[src/rtl/vga_scanout.sv]
// VGA scan-out timing generator. A half-rate pixel clock is derived from clk by
// a phase toggle. The block walks the full line/frame raster, issues a
// column-major framebuffer address, and presents registered pixel, coordinate
// and sync outputs one pixel period later.
module vga_scanout #(
    parameter int unsigned H_ACTIVE = 640,
    parameter int unsigned H_FP     = 16,
    parameter int unsigned H_SYNC   = 96,
    parameter int unsigned H_BP     = 48,
    parameter int unsigned V_ACTIVE = 480,
    parameter int unsigned V_FP     = 10,
    parameter int unsigned V_SYNC   = 2,
    parameter int unsigned V_BP     = 33
) (
    input  logic        clk,
    input  logic        rst,
    input  logic        fb_valid,
    input  logic [23:0] fb_out,
    output logic [19:0] fb_read,
    output logic [23:0] pixel,
    output logic [9:0]  counterX,
    output logic [9:0]  counterY,
    output logic        hsync,
    output logic        vsync,
    output logic        active,
    output logic        frame_start
);

    // Raster boundaries, pre-sized to the 10-bit counters.
    localparam logic [9:0]  H_VIS        = 10'(H_ACTIVE);
    localparam logic [9:0]  H_SYNC_START = 10'(H_ACTIVE + H_FP);
    localparam logic [9:0]  H_SYNC_END   = 10'(H_ACTIVE + H_FP + H_SYNC);
    localparam logic [9:0]  H_LAST       = 10'(H_ACTIVE + H_FP + H_SYNC + H_BP - 1);
    localparam logic [9:0]  V_VIS        = 10'(V_ACTIVE);
    localparam logic [9:0]  V_SYNC_START = 10'(V_ACTIVE + V_FP);
    localparam logic [9:0]  V_SYNC_END   = 10'(V_ACTIVE + V_FP + V_SYNC);
    localparam logic [9:0]  V_LAST       = 10'(V_ACTIVE + V_FP + V_SYNC + V_BP - 1);
    // Memory is stored column-major: one column holds V_ACTIVE pixels.
    localparam logic [19:0] ADDR_STRIDE  = 20'(V_ACTIVE);

    logic        r_tick;
    logic [9:0]  r_hcount;
    logic [9:0]  r_vcount;
    logic [23:0] r_pixel;
    logic [9:0]  r_counter_x;
    logic [9:0]  r_counter_y;
    logic        r_hsync;
    logic        r_vsync;
    logic        r_active;
    logic        r_frame_start;

    logic [9:0]  w_hcount_nxt;
    logic [9:0]  w_vcount_nxt;
    logic        w_visible;
    logic        w_hsync;
    logic        w_vsync;
    logic        w_origin;
    logic [19:0] w_addr;

    // Raster position that follows the current one.
    always_comb begin
        w_hcount_nxt = r_hcount + 10'd1;
        w_vcount_nxt = r_vcount;
        if (r_hcount == H_LAST) begin
            w_hcount_nxt = '0;
            if (r_vcount == V_LAST) begin
                w_vcount_nxt = '0;
            end else begin
                w_vcount_nxt = r_vcount + 10'd1;
            end
        end
    end

    // Decode of the current position: visibility, syncs, origin and read address.
    always_comb begin
        w_visible = (r_hcount < H_VIS) && (r_vcount < V_VIS);
        w_hsync   = !((r_hcount >= H_SYNC_START) && (r_hcount < H_SYNC_END));
        w_vsync   = !((r_vcount >= V_SYNC_START) && (r_vcount < V_SYNC_END));
        w_origin  = (r_hcount == '0) && (r_vcount == '0);
        w_addr    = '0;
        if (w_visible) begin
            w_addr = 20'(r_hcount) * ADDR_STRIDE + 20'(r_vcount);
        end
    end

    // Address depends only on the raster counters, so it stays put for both
    // clk phases of a pixel and read data is back in time for the tick=1 edge.
    assign fb_read = w_addr;

    // Phase toggle and raster counters; counters step once per pixel period.
    always_ff @(posedge clk) begin
        if (rst) begin
            r_tick   <= 1'b0;
            r_hcount <= '0;
            r_vcount <= '0;
        end else begin
            r_tick <= ~r_tick;
            if (r_tick) begin
                r_hcount <= w_hcount_nxt;
                r_vcount <= w_vcount_nxt;
            end
        end
    end

    // Output registers: capture the current pixel on tick=1, hold otherwise.
    always_ff @(posedge clk) begin
        if (rst) begin
            r_pixel       <= '0;
            r_counter_x   <= '0;
            r_counter_y   <= '0;
            r_hsync       <= 1'b1;
            r_vsync       <= 1'b1;
            r_active      <= 1'b0;
            r_frame_start <= 1'b0;
        end else begin
            r_frame_start <= 1'b0;
            if (r_tick) begin
                r_counter_x   <= r_hcount;
                r_counter_y   <= r_vcount;
                r_active      <= w_visible;
                r_hsync       <= w_hsync;
                r_vsync       <= w_vsync;
                r_frame_start <= w_origin;
                // Blank while the frame memory is not yet trustworthy.
                r_pixel       <= (w_visible && fb_valid) ? fb_out : 24'h000000;
            end
        end
    end

    assign pixel       = r_pixel;
    assign counterX    = r_counter_x;
    assign counterY    = r_counter_y;
    assign hsync       = r_hsync;
    assign vsync       = r_vsync;
    assign active      = r_active;
    assign frame_start = r_frame_start;

endmodule
[config.mk]
export PLATFORM = sky130hd
export DESIGN_NAME = vga_scanout
export DESIGN_NICKNAME = d
export VERILOG_FILES = /design/src/rtl/vga_scanout.sv
export SDC_FILE = /design/constraint.sdc
export NUM_CORES = 1
export LEC_CHECK = 0
export ABC_AREA = 1
export CELL_PAD_IN_SITES_DETAIL_PLACEMENT = 1
export CELL_PAD_IN_SITES_GLOBAL_PLACEMENT = 1
export CORE_MARGIN = 3
export CORE_UTILIZATION = 37
export CTS_CLUSTER_DIAMETER = 50
export DETAILED_ROUTE_END_ITERATION = 8
export PLACE_DENSITY_LB_ADDON = 0.1
export SETUP_SLACK_MARGIN = 0.05
export SYNTH_ARGS = -nofsm -noshare
export SYNTH_HDL_FRONTEND = slang
export SYNTH_SLANG_ARGS = --single-unit
[constraint.sdc]
create_clock -name clk -period 4.99 [get_ports clk]
set_input_delay 0.998 -clock clk [delete_from_list [all_inputs] [get_ports clk]]
set_output_delay 0.998 -clock clk [all_outputs]
set_load 0.05 [all_outputs]
==> flow_summary_export.csv, run 1 <==
group,metric,value,unit
outcome,status,"finished, final reports clean",
floorplan,fp.dieArea,13180,sq um
routing,wire_per_inst,16.50,microns
routing,routed_via_density,5.014,
cells_and_area,num_antenna_cells,0,
power_and_ir_drop,p_leak,2.842,nW
routing,vias,4397,
cells_and_area,area.growth.synth_to_final,44.70,%
grt,met1_usage,25.63,%
clocking,cts_max_level,3,
cells_and_area,nNetsFinal,815,
timing,slew_headroom,48.49,%
power_and_ir_drop,power.density,229.5,nW/um^2
synthesis,synth_flop_cell,"dfxtp_1",
synthesis,ys_warn_count,0,
synthesis,yosysTopAreaCell,"dfxtp_1",
synthesis,netlist_instances,603,
clocking,hold_buffers,0,
setup_path,r2r_slack,2.38,ns
synthesis,ys_ff_latch,69,
timing,worstMarginPinSlew,0.7702,ns
cells_and_area,instances_no_fill,877,
job,max-cap-violations,0,
synthesis,synthMostInstantiatedCell,"nand2_1",
setup_path,crit_path_end_kind,"output port",
grt,grtUsageMet2,38.15,%
place,place_congestion,0.9006,
clocking,clk_pin_slew,0.06,ns
worst_hold_path,hp-class,"reg -> reg",
floorplan,core,11520,sq um
clocking,root_buffer,"clkbuf_16",
grt,grt_pass1_wl,22910,microns
synthesis,async_flop_share,0,%
clocking,clockBufferDepth,2,
timing,setup_tns,0,ns
timing,setup_viol,0,
synthesis,ys_types,37,
timing,period_minus_slack,4.835,ns
power_and_ir_drop,max-vdd-ir-drop,0.0002433,V
synthesis,synth-edff-count,0,
clocking,cts_tree,"yes",
clocking,cts.sinks,69,
grt,grt-busiest-layer,"met2",
routing,routed_wl,14470,microns
cells_and_area,final_util,55.04,%
clocking,numCtsBuffers,9,
synthesis,synth_top_cells_by_count,"nand2_1 (171), inv_1 (87), dfxtp_1 (69), o21ai_0 (49), nor2_1 (45)",
cells_and_area,drive_gt1_share,16.62,%
floorplan,rows,39,
timing,hold_violations,0,
place,dpl_cell_area,5580,sq um
place,dp_hpwl,10650,microns
synthesis,synthTopCellsByArea,"dfxtp_1 (32%), nand2_1 (15%), ha_1 (12%)",
synthesis,syn_nets,689,
synthesis,synth_top_area_share,31.53,%
floorplan,die_x,114.8,microns
timing,slew_viol_final,0,
floorplan,die_h,114.8,microns
timing,max_freq,206.8,MHz
cells_and_area,fill_cells,1415,
setup_path,critical_path_arrival,3.84,ns
cells_and_area,final_cell_area,6339,sq um
synthesis,syn_area_per_cell,7.264,sq um
power_and_ir_drop,p_total,1.455,mW
routing,drt_pass1_iterations,4,
grt,grtUsageMet3,6.000,%
floorplan,start_util,38.04,%
synthesis,synth_area,4380,sq um
grt,track_usage,21.73,%
setup_path,startpoint_type,"flip-flop",
setup_path,cp_max_fo,5,
grt,grt_antenna_before_repair,0,
grt,grt_pass1_vias,4564,
floorplan,io_pins,95,
routing,post-route-drc-count,0,
routing,drt_iter0_drc,199,
setup_path,timing_worst_setup_path_type,"reg -> out",
place,port_buffers,94,
routing,ant_nets,0,
timing,fin_crit_sh,96.89,%
timing,fin_skew,0.006052,ns
grt,grt_max_degree,47,
clocking,clock_latency,0.33,ns
grt,overflow,0,
setup_path,critical_path_required,3.99,ns
place,place_inst,832,
synthesis,synth_seq_area_share,31.53,%
-- cells in the final DEF, fill, tap and decap left out, types with 5 or more instances in the layout --
cell type        instances
a21oi_1                 23
buf_12                  10
ha_4                     5
inv_1                   79
clkinvlp_4               6
clkdlybuf4s50_1         83
fa_1                    17
nor3_1                  12
nand2_2                  6
nor2_2                   6
clkbuf_16                9
inv_2                    8
dfxtp_1                 60
ha_1                    35
nand2_1                165
nor2_1                  38
buf_4                   33
xor2_1                   5
nand4_1                  8
o21ai_0                 48
nand3_1                 23
dfxtp_2                  5
-- metal layers --
metal	wire length [microns]	vias up
li1	-	2158
met1	6013	2099
met2	7256	108
met3	816	32
met4	387	0
met5	0	-
-- final timing paths --
check                   start           to  cells past startpoint
setup / recovery  r_hcount[1]  fb_read[13]                     15
hold / removal       pixel[0]     pixel[0]                      2
setup reg to reg  r_hcount[8]     pixel[5]                     10
hold reg to reg      pixel[0]     pixel[0]                      2
-- logic make-up after synthesis --
kind of cell             Yosys count  share of synthesized area, %
AO/OA/AOI/OAI                     84                         10.25
XOR/XNOR                           6                         1.200
adder cells (fa/ha/maj)           59                         19.94
buffers and inverters            103                         8.969
flip-flops                        69                         31.53
AND/OR/NAND/NOR                  282                         28.11
-- power by group --
group          switching (mW)  internal, mW
clock                   0.238         0.450
sequential            0.00876         0.561
combinational           0.121        0.0760
total                   0.368          1.09
-- flip-flops by register name, summed over array words and instances, names as in the netlist --
| name | flops |
|---|---|
| pixel | 24 |
| r_vcount | 10 |
| vsync | 1 |
| hsync | 1 |
| counterX | 10 |
| r_tick | 1 |
| r_hcount | 10 |
| frame_start | 1 |
| counterY | 10 |
| active | 1 |
-- repair_timing --
action | in CTS | in global routing
buffers inserted | 5 | 24
pin swaps | 3 | 18
resized for setup | 10 | 47
endpoints found under the setup margin | 7 | 9
-- cell type report --
cell class / count / area [sq um] / share of cell area (%)
Inverter: 92 / 364.1 / 5.744
Multi-Input combinational cell: 431 / 2789 / 44.00
Timing Repair Buffer: 126 / 1279 / 20.17
Clock buffer: 10 / 239.0 / 3.770
Clock inverter: 6 / 86.33 / 1.362
Tap cell: 143 / 178.9 / 2.823
Sequential cell: 69 / 1403 / 22.13
-- critical path: stages (launching register included) --
cell and delay, ns:
dfxtp_4 0.36, fa_1 0.57, inv_2 0.05, fa_1 0.50, fa_2 0.56, inv_2 0.04, ha_4 0.29, nand3_2 0.07
nand2_2 0.09, nand2_1 0.06, nand2_2 0.11, nand3_4 0.11, inv_1 0.13, a21oi_1 0.08, nor3_1 0.29, buf_12 0.19
-- per-stage QoR --
| step | worst slack, ns | hold WS (ns) |
|---|---|---|
| 4_1_cts | 0.04937 | 0.4644 |
| 3_3_place_gp | 0.2903 | 0.4377 |
| 2_1_floorplan | 0.1233 | 0.4798 |
| 5_1_grt | -0.008042 | 0.4859 |
| 3_5_place_dp | 0.1722 | 0.4491 |
| 6_report | 0.1554 | 0.4580 |
No activity file was read; power rests on OpenSTA's default activity.
==> inputs of run 2 (changes only) <==
Settings changed: ABC_CLOCK_PERIOD_IN_PS set to 4990, SETUP_SLACK_MARGIN 0.05 to 0.1.
==> run 2 against run 1 <==
  * Highest routed layer unchanged
  * Largest power group unchanged
  * Register-to-register slack barely moved
  * Sequential share of layout area fell by 0.057 points
  * Critical path type unchanged
  * Critical endpoint is now fb_read[19]
  * Worst hold slack better by 0.00090 ns
  * Critical path depth unchanged
==> flow_summary_export.csv, run 2 (same netlist as run 1, synthesis figures left out) <==
group,metric,value,unit
cells_and_area,final_cell_mix,"nand2_1 (162), clkdlybuf4s50_1 (83), inv_1 (77)",
routing,routed_via_density,4.979,
clocking,clockBufferDepth,2,
setup_path,timing_worst_setup_path_type,"reg -> out",
place,port_buffers,94,
routing,met2WireLength,7171,microns
routing,dr_wl_met3,811,microns
cells_and_area,area.growth.synth_to_final,45.07,%
clocking,cts_tree,"yes",
cells_and_area,nNetsFinal,815,
timing,rsz0062_at_grt,"yes",
timing,slew_viol_final,0,
routing,vias,4367,
setup_path,critical_path_required,3.99,ns
cells_and_area,drive_gt1_share,17.57,%
setup_path,crit_buf_inv,3,
timing,fin_ws,0.1718,ns
routing,drt_pass1_iterations,5,
timing,period_minus_slack,4.818,ns
timing,fin_crit_sh,96.56,%
setup_path,r2r_slack,2.37,ns
setup_path,path_delay_family,"adder cells",
setup_path,r2r_end,"pixel[5]",
power_and_ir_drop,max-vdd-ir-drop,0.0002426,V
setup_path,timing.rr.start,"r_hcount[8]",
clocking,clock_latency,0.33,ns
floorplan,io_pins,95,
routing,top_layer,"met4",
clocking,cts.sinks,69,
cells_and_area,final_common_cell,"nand2_1",
setup_path,startpoint_type,"flip-flop",
job,max-cap-violations,0,
setup_path,cp.depth,15,
grt,overflow,0,
grt,grt_max_degree,47,
floorplan,core,11520,sq um
routing,wire_per_inst,16.46,microns
setup_path,slowest_delay,0.57,ns
place,dp_hpwl,10650,microns
timing,slew_headroom,48.39,%
grt,grt_antenna_before_repair,0,
setup_path,cp-startpoint,"r_hcount[1]",
grt,grt_pass1_wl,22890,microns
place,place_congestion,0.9006,
timing,setup_viol,0,
setup_path,cp_cell_sequence,"fa_1 -> inv_2 -> fa_1 -> fa_2 -> inv_2 -> ha_4 -> nand3_2 -> nand2_2 -> nand2_2 -> nand2_2 -> nand3_4 -> nor3_4 -> nand3_2 -> nor2_4 -> buf_12",
power_and_ir_drop,power.density,228.9,nW/um^2
clocking,numCtsBuffers,9,
timing,worstMarginPinSlew,0.7717,ns
worst_hold_path,hp-class,"reg -> reg",
timing,max_freq,207.5,MHz
cells_and_area,largest_reg_flops,24,
clocking,clk_pin_slew,0.06,ns
routing,m1WireLength,6081,microns
power_and_ir_drop,p_leak,2.845,nW
routing,routed_wl,14440,microns
cells_and_area,num_antenna_cells,0,
routing,ant_nets,0,
floorplan,die_h,114.8,microns
floorplan,die_x,114.8,microns
floorplan,start_util,38.04,%
cells_and_area,fill_cells,1405,
routing,post-route-drc-count,0,
floorplan,rows,39,
outcome,status,"finished, final reports clean",
timing,hold_violations,0,
timing,fin_skew,0.004951,ns
floorplan,fp.dieArea,13180,sq um
clocking,root_buffer,"clkbuf_16",
clocking,cts_max_level,3,
routing,drt_iter0_drc,228,
setup_path,crit_path_end_kind,"output port",
timing,setup_tns,0,ns
setup_path,critical_path_arrival,3.82,ns
setup_path,cp_max_fo,5,
grt,grt_pass1_vias,4581,
setup_path,cp_slowest_cell,"fa_1",
grt,track_usage,21.71,%
clocking,hold_buffers,0,
place,dpl_worst_slack,0.1722,ns
setup_path,r2r_cells,10,
setup_path,cp-endpoint,"fb_read[19]",
setup_path,cp_common_cell,"nand2_2",
run 2: cell types whose count changed in the layout (fill, tap and decap cells not counted):
cell and change:
a21oi_1 -1, a21oi_2 +1, inv_1 -2, inv_2 +2, nand2_1 -3, nand2_2 +3, nor3_1 -1, nor3_2 +1
run 2: metal layers:
metal / vias up / GRT usage (%)
li1: 2158 / -
met1: 2074 / 25.51
met5: - / 0
met3: 29 / 6.000
met2: 106 / 38.26
met4: 0 / 7.199
run 2: how the worst min path moves through the flow:
stage	startpoint	end	cells after the start
after global routing	counterY[3]	counterY[3]	2
final	pixel[4]	pixel[4]	2
after global placement	pixel[7]	pixel[7]	2
after floorplan	r_vcount[4]	vsync	2
after CTS	pixel[12]	pixel[12]	2
after detailed placement	pixel[12]	pixel[12]	2
run 2: power breakdown:
part	switching, mW	leakage [nW]	internal [mW]	total [mW]
clock	0.238	0.158	0.450	0.688
combinational	0.121	2.12	0.0756	0.197
sequential	0.00871	0.564	0.561	0.570
total	0.368	2.85	1.09	1.45
run 2: through the flow:
step                hold WS (ns)  cell area [sq um]  util, %  std cells  power, mW
finish                    0.4589               6355    55.18        877      1.454
global route              0.4859               6355    55.18        877      1.510
CTS                       0.4644               5997    52.08        853      1.453
detailed placement        0.4491               5580    48.46        832     0.7615
global placement          0.4377               5580    48.46        832     0.7576
floorplan                 0.4798               4380        -        603     0.6882
run 2: worst register-to-register path, stage by stage (launching register included):
cell        delay, ns
dfxtp_2          0.41
clkinvlp_4       0.17
buf_4            0.17
buf_4            0.14
ha_1             0.21
nand2_1          0.08
nand3_1          0.11
nor2_1           0.20
buf_4            0.22
nand2_1          0.45
o21ai_0          0.36
run 2: final cells by class:
cell class	instances	area, sq um	share of cell area, %
inverter	92	364.1	5.729
clock buffer	10	239.0	3.761
clock inverter	6	86.33	1.359
sequential	69	1403	22.07
multi-input combinational	431	2805	44.14
timing repair buffer	126	1279	20.12
tap	143	178.9	2.816
run 2: timing repair:
item,CTS,global route
resized for setup,16,48
endpoints found under the setup margin,9,10
pin swaps,3,18
buffers inserted,5,24
